[config.mk]
export PLATFORM = sky130hd
export DESIGN_NAME = sound_unpack_flat
export DESIGN_NICKNAME = d
export VERILOG_FILES = /design/src/rtl/sound_unpack_pkg.sv /design/src/rtl/sound_unpack_if.sv /design/src/rtl/sound_unpack_lane_sel.sv /design/src/rtl/sound_unpack.sv /design/src/flat_wrapper.sv
export SDC_FILE = /design/constraint.sdc
export NUM_CORES = 1
export LEC_CHECK = 0
export CAP_MARGIN = 0
export CORE_ASPECT_RATIO = 0.8
export CORE_MARGIN = 1
export CORE_UTILIZATION = 30
export CTS_CLUSTER_DIAMETER = 80
export DETAILED_ROUTE_END_ITERATION = 6
export SYNTH_ARGS = -nofsm -noshare
export SYNTH_HDL_FRONTEND = slang
export SYNTH_SLANG_ARGS = --single-unit
[constraint.sdc]
create_clock -name clk_sys -period 1.9 [get_ports clk_sys]
set_input_delay 0.285 -clock clk_sys [delete_from_list [all_inputs] [get_ports clk_sys]]
set_output_delay 0.285 -clock clk_sys [all_outputs]
set_load 0.01 [all_outputs]
[src/rtl/sound_unpack_pkg.sv]
// sound_unpack_pkg: FSM states, channel codes and lane counts for sound_unpack.
package sound_unpack_pkg;
   typedef enum logic [2:0] {IDLE, REQ, WAIT, EMIT, DONE} state_t;
   localparam logic [1:0] CHAN_OFF    = 2'd0;
   localparam logic [1:0] CHAN_MONO   = 2'd1;
   localparam logic [1:0] CHAN_STEREO = 2'd2;
   localparam int LANES_STEREO = 2;
   localparam int LANES_MONO   = 4;
endpackage

[src/rtl/sound_unpack_if.sv]
// sound_unpack_if: command, DDR read and sound frame signals of sound_unpack.
interface sound_unpack_if #(parameter int AW = 29, parameter int BW = 16);
   logic          cmd_start;
   logic [AW-1:0] cmd_addr;
   logic [BW-1:0] cmd_bytes;
   logic [1:0]    sound_chan;
   logic          ddr_rd_req;
   logic [AW-1:0] ddr_rd_addr;
   logic          ddr_rd_valid;
   logic [63:0]   ddr_rd_data;
   logic          sound_write_ready;
   logic          sound_write;
   logic [15:0]   sound_l;
   logic [15:0]   sound_r;
   logic          busy;
   logic          done;
   modport master (
      input  cmd_start, cmd_addr, cmd_bytes, sound_chan, ddr_rd_valid, ddr_rd_data, sound_write_ready,
      output ddr_rd_req, ddr_rd_addr, sound_write, sound_l, sound_r, busy, done
   );
   modport slave (
      output cmd_start, cmd_addr, cmd_bytes, sound_chan, ddr_rd_valid, ddr_rd_data, sound_write_ready,
      input  ddr_rd_req, ddr_rd_addr, sound_write, sound_l, sound_r, busy, done
   );
endinterface

[src/rtl/sound_unpack_lane_sel.sv]
// sound_lane_sel: picks the left/right samples of one frame out of a 64-bit PCM word.
module sound_lane_sel (
   input  logic [63:0] word,
   input  logic [1:0]  lane,
   input  logic        mono,
   output logic [15:0] l,
   output logic [15:0] r
);
   logic [2:0]  idx;
   logic [63:0] sh;
   // stereo frames occupy two 16-bit lanes, mono frames one
   assign idx = mono ? {1'b0, lane} : {lane[0], 1'b0, 1'b0} >> 1 | {1'b0, lane[0], 1'b0};
   assign sh  = word >> {idx, 4'b0};
   assign l   = sh[15:0];
   assign r   = mono ? sh[15:0] : sh[31:16];
endmodule

[src/rtl/sound_unpack.sv]
// sound_unpack: fetches a PCM block from DDR and emits mono/stereo frames downstream.
// Optional SOUND_UNPACK_STATS_EN adds saturating frame and stall counters.
module sound_unpack
   import sound_unpack_pkg::*;
#(
   parameter int AW = 29,
   parameter int BW = 16
) (
   input  logic clk_sys,
   input  logic reset_n,
   sound_unpack_if.master bus
`ifdef SOUND_UNPACK_STATS_EN
   ,
   output logic [31:0] stat_frames,
   output logic [31:0] stat_stall
`endif
);
   state_t        state, state_nx;
   logic [AW-1:0] addr;
   logic [BW-1:0] frames;
   logic [1:0]    lane;
   logic          stereo;
   logic [63:0]   word;
   logic          fire;
   logic          last_lane;

   assign fire      = state == EMIT && bus.sound_write_ready;
   assign last_lane = stereo ? lane == 2'(LANES_STEREO - 1) : lane == 2'(LANES_MONO - 1);

   always_ff @(posedge clk_sys or negedge reset_n)
      if (!reset_n) state <= IDLE;
      else state <= state_nx;

   always_comb begin
      state_nx        = state;
      bus.ddr_rd_req  = 1'b0;
      bus.ddr_rd_addr = addr;
      bus.sound_write = fire;
      bus.busy        = state == REQ || state == WAIT || state == EMIT;
      bus.done        = state == DONE;
      case (state)
         IDLE:    state_nx = bus.cmd_start ? REQ : IDLE;
         REQ: begin
            bus.ddr_rd_req = frames != '0;
            state_nx       = frames == '0 ? DONE : WAIT;
         end
         WAIT:    state_nx = bus.ddr_rd_valid ? EMIT : WAIT;
         EMIT:    state_nx = !fire ? EMIT : frames == BW'(1) ? DONE : last_lane ? REQ : EMIT;
         default: state_nx = IDLE;
      endcase
   end

   always_ff @(posedge clk_sys or negedge reset_n)
      if (!reset_n) begin
         addr   <= '0;
         frames <= '0;
         lane   <= '0;
         stereo <= 1'b0;
         word   <= '0;
      end else if (state == IDLE && bus.cmd_start) begin
         addr   <= bus.cmd_addr;
         frames <= bus.sound_chan == CHAN_OFF ? '0 : bus.sound_chan[1] ? bus.cmd_bytes >> 2 : bus.cmd_bytes >> 1;
         stereo <= bus.sound_chan[1];
         lane   <= '0;
      end else if (state == WAIT && bus.ddr_rd_valid) begin
         word <= bus.ddr_rd_data;
         lane <= '0;
      end else if (fire) begin
         frames <= frames - BW'(1);
         lane   <= last_lane ? 2'd0 : lane + 2'd1;
         addr   <= last_lane ? addr + AW'(1) : addr;
      end

   sound_lane_sel u_lane_sel (
      .word (word),
      .lane (lane),
      .mono (!stereo),
      .l    (bus.sound_l),
      .r    (bus.sound_r)
   );

`ifdef SOUND_UNPACK_STATS_EN
   always_ff @(posedge clk_sys or negedge reset_n)
      if (!reset_n) begin
         stat_frames <= '0;
         stat_stall  <= '0;
      end else begin
         if (fire && ~&stat_frames) stat_frames <= stat_frames + 32'd1;
         if (state == EMIT && !bus.sound_write_ready && ~&stat_stall) stat_stall <= stat_stall + 32'd1;
      end
`endif
endmodule

[src/flat_wrapper.sv]
// flat-port wrapper written by rule: the top's interface ports become plain ports
module sound_unpack_flat import sound_unpack_pkg::*;
#(
   parameter int AW = 29,
   parameter int BW = 16
)
  (clk_sys, reset_n, bus_cmd_start, bus_cmd_addr, bus_cmd_bytes, bus_sound_chan, bus_ddr_rd_valid, bus_ddr_rd_data, bus_sound_write_ready, bus_ddr_rd_req, bus_ddr_rd_addr, bus_sound_write, bus_sound_l, bus_sound_r, bus_busy, bus_done);
  sound_unpack_if #(.AW(AW), .BW(BW)) bus_i ();
  input  logic clk_sys;
  input  logic reset_n;
  input wire logic [$bits(bus_i.cmd_start)-1:0] bus_cmd_start;
  input wire logic [$bits(bus_i.cmd_addr)-1:0] bus_cmd_addr;
  input wire logic [$bits(bus_i.cmd_bytes)-1:0] bus_cmd_bytes;
  input wire logic [$bits(bus_i.sound_chan)-1:0] bus_sound_chan;
  input wire logic [$bits(bus_i.ddr_rd_valid)-1:0] bus_ddr_rd_valid;
  input wire logic [$bits(bus_i.ddr_rd_data)-1:0] bus_ddr_rd_data;
  input wire logic [$bits(bus_i.sound_write_ready)-1:0] bus_sound_write_ready;
  output wire logic [$bits(bus_i.ddr_rd_req)-1:0] bus_ddr_rd_req;
  output wire logic [$bits(bus_i.ddr_rd_addr)-1:0] bus_ddr_rd_addr;
  output wire logic [$bits(bus_i.sound_write)-1:0] bus_sound_write;
  output wire logic [$bits(bus_i.sound_l)-1:0] bus_sound_l;
  output wire logic [$bits(bus_i.sound_r)-1:0] bus_sound_r;
  output wire logic [$bits(bus_i.busy)-1:0] bus_busy;
  output wire logic [$bits(bus_i.done)-1:0] bus_done;
  assign bus_i.cmd_start = bus_cmd_start;
  assign bus_i.cmd_addr = bus_cmd_addr;
  assign bus_i.cmd_bytes = bus_cmd_bytes;
  assign bus_i.sound_chan = bus_sound_chan;
  assign bus_i.ddr_rd_valid = bus_ddr_rd_valid;
  assign bus_i.ddr_rd_data = bus_ddr_rd_data;
  assign bus_i.sound_write_ready = bus_sound_write_ready;
  assign bus_ddr_rd_req = bus_i.ddr_rd_req;
  assign bus_ddr_rd_addr = bus_i.ddr_rd_addr;
  assign bus_sound_write = bus_i.sound_write;
  assign bus_sound_l = bus_i.sound_l;
  assign bus_sound_r = bus_i.sound_r;
  assign bus_busy = bus_i.busy;
  assign bus_done = bus_i.done;
  sound_unpack #(.AW(AW), .BW(BW)) u_core (.clk_sys(clk_sys), .reset_n(reset_n), .bus(bus_i));
endmodule
-- Word level (Yosys, flattened, before mapping)
Cells that the tools add are included.
- register bits after elaboration: 115
- input port bits: 116
- output and inout bits: 65
- logic and storage cells: 59
- add/subtract/negate cells: 3
- eq/ne operators: 8
- shifts and indexed selects: 1
- multiplexer cells: 24
- bitwise gates (word level): 2
- reductions and logical operators: 15
- operators by type and width (operator ; count):
    $mux 29 ; 4
    $mux 16 ; 5
    $shr 64x6->32 ; 1
    $add 29x1->29 const B ; 1
    $eq 16x1->1 const B ; 1
    $logic_not 16->1 ; 1
    $reduce_bool 16->1 ; 1
    $sub 16x1->16 const B ; 1
    $mux 15 ; 1
    $mux 2 ; 6
    $pmux 3 s4 ; 1
    $mux 3 ; 3
    $eq 3x2->1 const B ; 2
    $mux 1 ; 4
    $reduce_and 2->1 ; 2
    $reduce_bool 2->1 ; 2
    $eq 3x1->1 const B ; 1
    $eq 3x3->1 const B ; 1
    $logic_and 1x1->1 ; 3
    $logic_not 3->1 ; 1
    $reduce_and 3->1 ; 1
    $reduce_bool 3->1 ; 1
    $add 2x1->2 const B ; 1
    $eq 2x1->1 const B ; 1
    6 further kinds ; 7

-- Logic depth before layout (Yosys ltp)
Gate-level depths: netlist of the first run.
- word-level depth: 6
- mapped depth: 7

-- Modules after synthesis
Synthesis of the first run repeated with hierarchy kept, for this count alone.
- cell total of the unflattened synthesis: 585
- area total of the unflattened synthesis: 6363.6 sq um
- modules (own cells, without submodules) (module ; instances ; cells an instance ; area each (sq um)):
    sound_unpack ; 1 ; 467 ; 5283.8
    sound_lane_sel ; 1 ; 118 ; 1079.8

-- Worst setup path after synthesis of the first run
Ideal clock, no wire load.
- path kind: register -> output
- from: register u_core.stereo
- to: output bus_sound_r[10]
- arrival time: 1794 ps
- data required time: 1615 ps
- path slack: -179 ps
- stages on the path, launching flop included: 8
- path buffers: 3
- path through: dfrtp_1 -> buf_2 -> nor2b_1 -> buf_2 -> buf_4 -> mux4_2 -> nor2_1 -> a21oi_1
- cells in the longest elaborated chain, start to end: 3
- ends and longest elaborated chain (element ; line ; source):
    from (decl) ; sound_unpack.sv:22 ; logic stereo;
    from (signal assigned) ; sound_unpack.sv:63 ; stereo <= bus.sound_chan[1];
    $mux 2 ; sound_unpack_lane_sel.sv:12 ; assign idx = mono ? {1'b0, lane} : {lane[0], 1'b0, 1'b0} >> 1 | {1'b0, lane[0], 1'b0};
    $shr 64x6->32 ; sound_unpack_lane_sel.sv:13 ; assign sh = word >> {idx, 4'b0};
    named net bus_sound_l[10] ; flat_wrapper.sv:21 ; output wire logic [$bits(bus_i.sound_l)-1:0] bus_sound_l;
    $mux 16 ; sound_unpack_lane_sel.sv:15 ; assign r = mono ? sh[15:0] : sh[31:16];
    to (decl) ; flat_wrapper.sv:22 ; output wire logic [$bits(bus_i.sound_r)-1:0] bus_sound_r;
The timed path passes the listed nets, and every way through them passes these cells.

-- Worst setup path in the final report of the first run
- from: register u_core.stereo
- to: output bus_sound_r[2]
- cells in the longest elaborated chain, start to end: 3
- ends and longest elaborated chain (element ; line):
    $mux 2 ; sound_unpack_lane_sel.sv:12
    $shr 64x6->32 ; sound_unpack_lane_sel.sv:13
    $mux 16 * ; sound_unpack_lane_sel.sv:15
Every way passes the cells marked *; elsewhere a longest branch is shown, timed or not.

==> results.tsv, run 1 <==
stage	metric	value	unit
clock_tree	cts.sinks	115	
synth	ys.flop_type	dfrtp_1	
synth	seq_area_frac_synth	46.6	%
flow_run	maxCapViolCount	0	
timing	finalCritPeriodShare	125	%
clock_tree	h-tree-depth	4	
synth	syn_nets	669	
final_layout	final_area	0.0102	mm2
setup_path	r2r_start	u_core.stereo	
global_routing	antenna_found_initial	0	
timing	fmax	421	MHz
synth	synth.top_cells.by_area	dfrtp_1 47%, mux2_2 12%, mux4_2 5.8%, xnor2_1 3.3%, mux2i_1 3.1%	
setup_path	rr_worst_depth	11	
die	core_area	0.0200	mm2
place	placed_cells	1037	
pwr	powerDensity	1640	mW/mm2
setup_path	cp-startpoint	u_core.stereo	
synth	yosysWarnings	0	
run_status	status	finished, violations left	
timing	setup_viol	50	
synth	yosysTopAreaCell	dfrtp_1	
timing	slew_violations	0	
final_layout	seqCellArea	0.00288	mm2
synth	synth_seq_cells	115	
final_layout	antenna_cells	0	
pwr	p_total	16.8	mW
clock_tree	cts_buffers	17	
synth	netlist_area	0.00618	mm2
route	vias	5565	
run_status	violations	negative setup slack	
route	met3_length	807	um
timing	tightest_slew	455	ps
setup_path	crit_path_end_kind	primary output	
synth	avgSynthCellArea	11.3	um2
final_layout	fin_cells	1110	
synth	yosys.area_share.simple	15.2	%
timing	fin_ws	-477	ps
global_routing	grt_max_degree	49	
place	dp_hpwl	13500	um
setup_path	cp.arrival	2090	ps
setup_path	path_class	reg2out	
global_routing	grt_pass1_vias	5594	
global_routing	gr-total-overflow	0	
clock_tree	clk_pin_slew	60	ps
route	drt_pass1_iterations	4	
synth	yosys.area_share.adder	0.810	%
final_layout	multi_input_area	0.00348	mm2
die	boundaryPins	181	
setup_path	start_kind	flop	
die	start_util	30.9	%
route	route.detailed.drc	0	
place	placed_area	0.00885	mm2
hold_path	hold_class	in2async	
timing	maxSlewHeadroom	69.6	%
clock_tree	clock_path_buffers	2	
route	top_layer	met4	
die	die_h	130	um
route	avgRoutedWirePerCell	17.5	um
route	wl	19400	um
synth	synthDominantCellAreaShare	46.6	%
timing	period_needed	2380	ps
global_routing	grt_first_pass_wirelength	30000	um
setup_path	cp_max_fo	8	
final_layout	final_nets	953	
route	routed-wl-met2	9570	um
route	detail-route-antenna-nets	0	
die	die_area	0.0212	mm2
global_routing	track_usage	18.6	%
pwr	ir_worst_vdd	0.925	mV
timing	hold_viol	0	
setup_path	worstPathRequired	1620	ps
clock_tree	cts_tree	built	
synth	synth-xor-area-share	4.54	%
die	die_x	162	um
clock_tree	cts-root-buf	clkbuf_16	
synth	synth.mux.area_fraction	20.6	%
place	place.gp.congestion	0.810	
final_layout	drive_above_1_share	39.2	%
place	io_buffers	179	
final_layout	areaGrowthSynthToFinish	65.7	%
timing	rsz0062_at_grt	true	
route	met1_length	8700	um
synth	async_flop_share	100	%
synth	synthDistinctLibCells	54	
pwr	p_leak	4.25	nW
synth	synth_edf_count	0	
timing	fin_skew	11.7	ps
clock_tree	worstSkewPairLatency	420	ps
final_layout	nFillCells	1763	
synth	synth-compound-area-share	8.75	%
die	rows	46	
route	via_per_inst	5.01	
synth	synth_top_family_by_area	multiplexers	
synth	synthCells	549	
route	drt_iter0_markers	214	
## cell usage after synthesis (2+ instances only)
library cell    n
a21oi_1        35
mux2i_1        19
o21ai_1         8
buf_2          19
nor4_4          2
or3_1           6
o211ai_1        2
nor2b_1         2
nor4_2          7
nand2_1        39
and3_1          7
dfrtp_1       115
xor2_1          9
nor4b_1         2
a22oi_1         2
nand3_1        15
buf_4           3
a221oi_1       14
or4_1           2
clkbuf_1        9
nor3_1         11
nor4_1          6
a31oi_1         3
a211oi_1        4
nand4_1        12
ha_1            4
xnor2_1        23
inv_1          10
mux4_2         16
and4_1          3
mux2_2         64
nor2_1         37
nand3b_1        2
buf_1           3
o21ai_0        15
## per-stage QoR
stage / setup TNS [ps] / hold slack, ps / worst slack, ps / utilization, %
finish: -14370 / 310 / -477 / 51.3
global placement: -20280 / 207 / -541 / 44.3
detailed placement: -21050 / 209 / -560 / 44.3
floorplan: -553 / -10.6 / -55.3 / -
global route: -19640 / 329 / -583 / 51.3
CTS: -14880 / 298 / -594 / 49.4
## cell families (layout without fill, tap and decap cells)
kind of cell | count (synthesis) | after routing
buffers and inverters | 46 | 343
and+or+nand+nor | 164 | 164
xor gates and xnor gates | 32 | 32
AOI/OAI and AO/OA | 89 | 89
adders and majority gates | 4 | 4
muxes | 99 | 99
DFF | 115 | 115
## placed cells by master, fill, tap and decap left out, types with 4 or more instances in the layout
cell type,netlist,routed
clkdlybuf4s50_1,0,142
dfrtp_1,115,113
buf_4,3,79
mux2_2,64,64
buf_6,1,44
nand2_1,39,38
a21oi_1,35,34
nor2_1,37,30
xnor2_1,23,22
mux2i_1,19,18
clkbuf_16,0,17
buf_2,19,17
mux4_2,16,16
o21ai_1,8,16
a221oi_1,14,14
nand3_1,15,13
nand4_1,12,12
inv_1,10,10
nor4_4,2,10
buf_12,0,10
xor2_1,9,8
nor3_4,0,6
or3_1,6,5
nor2_2,0,5
o21ai_0,15,4
nor3_1,11,4
and3_1,7,4
clkinv_4,0,4
buf_8,0,4
## report_power, final
| group | switching [mW] | internal (mW) |
|---|---|---|
| clock network | 1.22 | 1.98 |
| registers | 0.995 | 3.66 |
| logic | 3.81 | 5.11 |
## registers in the layout, indices dropped and copies added, names as in the netlist
name / cells
u_core.stereo: 1
u_core.lane: 2
u_core.state: 3
u_core.frames: 16
u_core.bus.ddr_rd_addr: 29
u_core.word: 64
## per-layer routing
metal	GRT usage, %	vias to the layer above
li1	-	2596
met1	24.1	2798
met2	30.7	149
met3	3.97	22
met4	6.33	0
met5	0	-
## critical path: stages (launching register included)
cell and delay, ps:
dfrtp_2 390, buf_6 120, mux2i_4 320, buf_16 180, mux4_2 320, nor2_1 130
a21oi_1 50, buf_2 160
## final timing paths
path | endpoint | slack [ps]
worst max-delay path | bus_sound_r[2] | -480
worst min-delay path | u_core.word[40] | 310
worst max register to register | u_core.bus.ddr_rd_addr[15] | -120
worst min register to register | u_core.word[43] | 500
max in group asynchronous | u_core.stereo | 960
min in group clk_sys | u_core.bus.ddr_rd_addr[6] | 420
## what timing repair did
action / in CTS / in global routing
pin swaps: 36 / 40
buffers inserted: 17 / 23
endpoints found under the setup margin: 49 / 69
hold buffers: 1 / 0
gates cloned: 3 / 0
hold endpoints to repair: 18 / 0
resized for setup: 219 / 58
## layout make-up
type                       instances  area share (%)
multi-input combinational        388            34.0
timing repair buffer             301            28.5
sequential                       115            28.1
clock buffer                      18            4.29
tap                              264            3.23
clock inverter                    14            1.50
inverter                          10           0.367
No activity file was read; power rests on OpenSTA's default activity.
==> inputs of run 2 (changes only) <==
CTS_CLUSTER_DIAMETER = unset   (was 80)
==> results of run 2 <==
No change in the layout: final DEF, timing and power equal those of run 1.
==> inputs of run 3 (changes only) <==
HOLD_SLACK_MARGIN = 0.15   (was unset)
==> results of run 3 <==
No change in the layout: final DEF, timing and power equal those of run 1.
